`config.mk`:
```
export PLATFORM = sky130hd
export DESIGN_NAME = seq_mag_comparator
export DESIGN_NICKNAME = d
export VERILOG_FILES = /design/src/rtl/seq_mag_comparator.sv
export SDC_FILE = /design/constraint.sdc
export NUM_CORES = 1
export LEC_CHECK = 0
export ABC_AREA = 1
export CAP_MARGIN = 25
export CORE_ASPECT_RATIO = 1.4
export CORE_MARGIN = 10
export CORE_UTILIZATION = 50
export DETAILED_ROUTE_END_ITERATION = 8
export PLACE_DENSITY = 0.84
export SYNTH_ARGS = -nofsm -noshare
export SYNTH_HDL_FRONTEND = slang
export SYNTH_SLANG_ARGS = --single-unit
```
`constraint.sdc`:
```
create_clock -name clk -period 2.3 [get_ports clk]
set_input_delay 0.46 -clock clk [delete_from_list [all_inputs] [get_ports clk]]
set_output_delay 0.46 -clock clk [all_outputs]
set_load 0.005 [all_outputs]
```
`src/rtl/seq_mag_comparator.sv`:
```
// Multi-cycle magnitude comparator: walks the captured operands CHUNK bits per
// cycle from the MSB chunk down, stopping at the first differing chunk.
module seq_mag_comparator #(
  parameter int WIDTH = 32,
  parameter int CHUNK = 4
) (
  input  logic             clk,
  input  logic             rst_n,
  input  logic             start,
  input  logic             is_signed,
  input  logic [WIDTH-1:0] a,
  input  logic [WIDTH-1:0] b,
  output logic             busy,
  output logic             done,
  output logic             eq,
  output logic             lt,
  output logic             gt
);

  localparam int NCHUNK = WIDTH / CHUNK;
  localparam int IW     = (NCHUNK > 1) ? $clog2(NCHUNK) : 1;
  localparam logic [IW-1:0] TOP_IDX = IW'(NCHUNK - 1);

  typedef enum logic {IDLE, CMP} state_t;

  state_t           state_q, state_d;
  logic [IW-1:0]    idx_q, idx_d;
  logic [WIDTH-1:0] a_q, a_d, b_q, b_d;
  logic             signed_q, signed_d;
  logic             done_q, done_d;
  logic             eq_q, eq_d, lt_q, lt_d, gt_q, gt_d;

  logic [WIDTH-1:0] sign_mask, a_eff, b_eff;
  logic [CHUNK-1:0] a_chunk [NCHUNK];
  logic [CHUNK-1:0] b_chunk [NCHUNK];
  logic [CHUNK-1:0] cur_a, cur_b;

  // Flipping the sign bit of both operands maps two's-complement order onto
  // unsigned order, so only the top chunk needs to see it.
  assign sign_mask = (signed_q && (idx_q == TOP_IDX)) ? (WIDTH'(1) << (WIDTH - 1)) : '0;
  assign a_eff     = a_q ^ sign_mask;
  assign b_eff     = b_q ^ sign_mask;

  generate
    for (genvar gi = 0; gi < NCHUNK; gi++) begin : g_chunk
      assign a_chunk[gi] = a_eff[gi*CHUNK +: CHUNK];
      assign b_chunk[gi] = b_eff[gi*CHUNK +: CHUNK];
    end
  endgenerate

  assign cur_a = a_chunk[idx_q];
  assign cur_b = b_chunk[idx_q];

  always_comb begin
    state_d  = state_q;
    idx_d    = idx_q;
    a_d      = a_q;
    b_d      = b_q;
    signed_d = signed_q;
    done_d   = 1'b0;
    eq_d     = eq_q;
    lt_d     = lt_q;
    gt_d     = gt_q;
    case (state_q)
      IDLE: begin
        if (start) begin
          a_d      = a;
          b_d      = b;
          signed_d = is_signed;
          idx_d    = TOP_IDX;
          state_d  = CMP;
        end
      end
      CMP: begin
        if (cur_a != cur_b) begin
          gt_d    = (cur_a > cur_b);
          lt_d    = (cur_a < cur_b);
          eq_d    = 1'b0;
          done_d  = 1'b1;
          state_d = IDLE;
        end else if (idx_q == '0) begin
          eq_d    = 1'b1;
          lt_d    = 1'b0;
          gt_d    = 1'b0;
          done_d  = 1'b1;
          state_d = IDLE;
        end else begin
          idx_d = idx_q - IW'(1);
        end
      end
      default: state_d = IDLE;
    endcase
  end

  always_ff @(posedge clk) begin
    if (!rst_n) begin
      state_q  <= IDLE;
      idx_q    <= '0;
      a_q      <= '0;
      b_q      <= '0;
      signed_q <= 1'b0;
      done_q   <= 1'b0;
      eq_q     <= 1'b0;
      lt_q     <= 1'b0;
      gt_q     <= 1'b0;
    end else begin
      state_q  <= state_d;
      idx_q    <= idx_d;
      a_q      <= a_d;
      b_q      <= b_d;
      signed_q <= signed_d;
      done_q   <= done_d;
      eq_q     <= eq_d;
      lt_q     <= lt_d;
      gt_q     <= gt_d;
    end
  end

  assign busy = (state_q == CMP);
  assign done = done_q;
  assign eq   = eq_q;
  assign lt   = lt_q;
  assign gt   = gt_q;

endmodule

```
==> flow_metrics.tcl <==
set metrics [dict create \
    synth_edf_count 0 \
    drcViolationCount 0 \
    design.core.area_mm2 0.00653 \
    syn_to_final_growth_pct 28.2 \
    cts_hold_buffers 0 \
    fp.dieH_um 116 \
    cp-start-kind "flop" \
    critPathKind "reg2reg" \
    syn_area_mm2 0.00332 \
    synth_cell_types 27 \
    wire_per_inst_um 13.8 \
    first_global_vias 3031 \
    irDropWorstVdd_uv 413 \
    synth_area_per_cell_um2 7.11 \
    rsz0062_at_grt "false" \
    synth_most_common_cell "nor2_1" \
    yosysTopAreaCell "dfxtp_1" \
    netlist_instances 467 \
    vias_per_cell 5.23 \
    synth_area_leaders "dfxtp_1, nor2_1, o21ai_0" \
    port_buffers 72 \
    numCtsBuffers 9 \
    ys_seq_area_frac 0.440 \
    rr_endpoint "idx_q[0]" \
    drive_above_1_share 0.0765 \
    die_area_mm2 0.0103 \
    drv_cap 0 \
    place_area_mm2 0.00401 \
    crit_start "idx_q[0]" \
    grt_usage 0.165 \
    cts.clk_slew.worst_paths_ns 0.07 \
    worstReg2RegStart "idx_q[0]" \
    path_max_fanout 17 \
    end_kind "flop" \
    cts_tree "built" \
    cts-root-buf "clkbuf_8" \
    cellPowerDensity_mw_per_mm2 762 \
    grt_overflow 0 \
    outcome "completed" \
    grt_max_degree 62 \
    synthArstFlopShare 0 \
    final_cell_area_mm2 0.00425 \
    h-tree-depth 3 \
    num_vias 3188 \
    crit_path_end "idx_q[0]" \
    max_freq_mhz 464 \
    r2r.worst_path.cells 13 \
    synth_warnings 0 \
    synth_commonest_cells "nor2_1, o21ai_0, dfxtp_1" \
    final_max_slew_viol_count 0 \
    ys_ff_latch 73 \
    tightestPinTransition_ns 0.591 \
    die_w_um 88.9 \
    drtIter0Drc 300 \
    final_nets 606 \
    antenna_cells 0 \
    rrSetupSlack_ns 0.14 \
    crit_arrival_ns 2.45 \
    cts_num_sinks 73 \
    grt_pass1_wl_um 13600 \
    layout_min_cycle_time_ns 2.16 \
    ant_nets 0 \
    clkLatencyLatePin_ns 0.36 \
    postCtsSetupRepairBufs 0 \
    crit_required_ns 2.59 \
    maxSlewHeadroom 0.606 \
    synth_top_cell_area_share 0.440 \
    min_period_over_period 0.937 \
    finClkSkew_ns 0.00549 \
    finalSetupViolCount 0 \
    initial_core_util 0.509 \
    synth_ff_type "dfxtp_1" \
    boundaryPins 73 \
    hold_path.class "reg2reg" \
    synth_nets 542 \
    drt_first_pass_iters 4 \
    routed_wl_um 8410 \
    clk_path_buf_depth 2 \
    hold_viol 0 \
    reg.largest.list "a_q x32, b_q x32, idx_q x3" \
    antenna_found_initial 0 \
    leakagePower_uw 0.00175 \
    num_rows 35 \
    fillers 568 \
    hpwl_um 6140 \
    p_total_uw 3240 \
    fin_tns_setup_ns 0 \
    gp_congestion 0.883 \
]
-- how the worst min path moves through the flow --
stage / to / from / cells past startpoint / slack [ns]
after floorplan: a_q[7] / a_q[7] / 2 / 0.43
after global placement: a_q[15] / a_q[15] / 2 / 0.45
after detailed placement: a_q[15] / a_q[15] / 2 / 0.46
after CTS: a_q[15] / a_q[15] / 2 / 0.47
after global routing: lt / lt / 2 / 0.50
final: lt / lt / 2 / 0.47
-- timing repair --
item	in CTS	in global routing
pin swaps	0	0
gates resized for setup	1	8
hold endpoints to repair	0	0
setup endpoints to repair	1	7
-- power breakdown --
part	switching [uW]	leakage (uW)	internal (uW)
Combinational	374	0.00104	319
Clock	494	0.000103	614
Sequential	67.1	0.000606	1370
-- cells by family after synthesis --
logic type	after synthesis	share of synthesized area
and+or+nand+nor	219	0.257
AOI/OAI and AO/OA	123	0.193
DFF	73	0.440
buffers and inverters	45	0.0830
adders and majority gates	7	0.0264
-- through the flow --
stage	instances	worst slack, ns	util	hold WS [ns]
final	610	0.144	0.652	0.472
after global routing	610	0.0156	0.652	0.499
after CTS	610	0.0108	0.649	0.469
after detailed placement	594	0.0261	0.615	0.460
after global placement	594	0.149	0.615	0.450
after floorplan	467	0.401	-	0.429
-- critical path, stage by stage, from the launching register on --
cell     delay (ns)
dfxtp_2        0.39
inv_1          0.07
buf_4          0.19
o21ai_0        0.22
o21ai_0        0.16
o21ai_1        0.18
ha_1           0.26
nand2_1        0.12
nor2_4         0.05
nand2_1        0.09
nand2_2        0.10
nand3_1        0.10
nand2_1        0.07
nor2_1         0.09
-- cells in the final DEF, fill, tap and decap left out, drive strengths merged, types with 6 or more instances in the layout --
master | Yosys | routed
nor2 | 165 | 165
o21ai | 98 | 98
dfxtp | 73 | 73
clkdlybuf4s50 | 0 | 71
nand2 | 38 | 38
buf | 24 | 14
a21oi | 13 | 13
nand3 | 12 | 12
inv | 12 | 12
clkbuf | 8 | 10
ha | 7 | 7
o22ai | 6 | 6
-- final cells by class --
type	count	area [um2]	area share
Inverter	13	55.1	0.0129
Timing Repair Buffer	85	826	0.194
Tap cell	74	92.6	0.0218
Clock inverter	6	92.6	0.0218
Sequential cell	73	1470	0.345
Clock buffer	10	128	0.0300
Multi-Input combinational cell	349	1590	0.375
-- metal layers --
metal	GRT usage	vias to the layer above	wire (um)	part of all wire
met3	0.0363	16	457	0.054
met2	0.290	84	4370	0.52
li1	-	1656	-	-
met4	0.0778	0	189	0.022
met5	0	-	0	0
met1	0.183	1432	3400	0.40
Note: power is estimated with default switching activity, not from simulation.
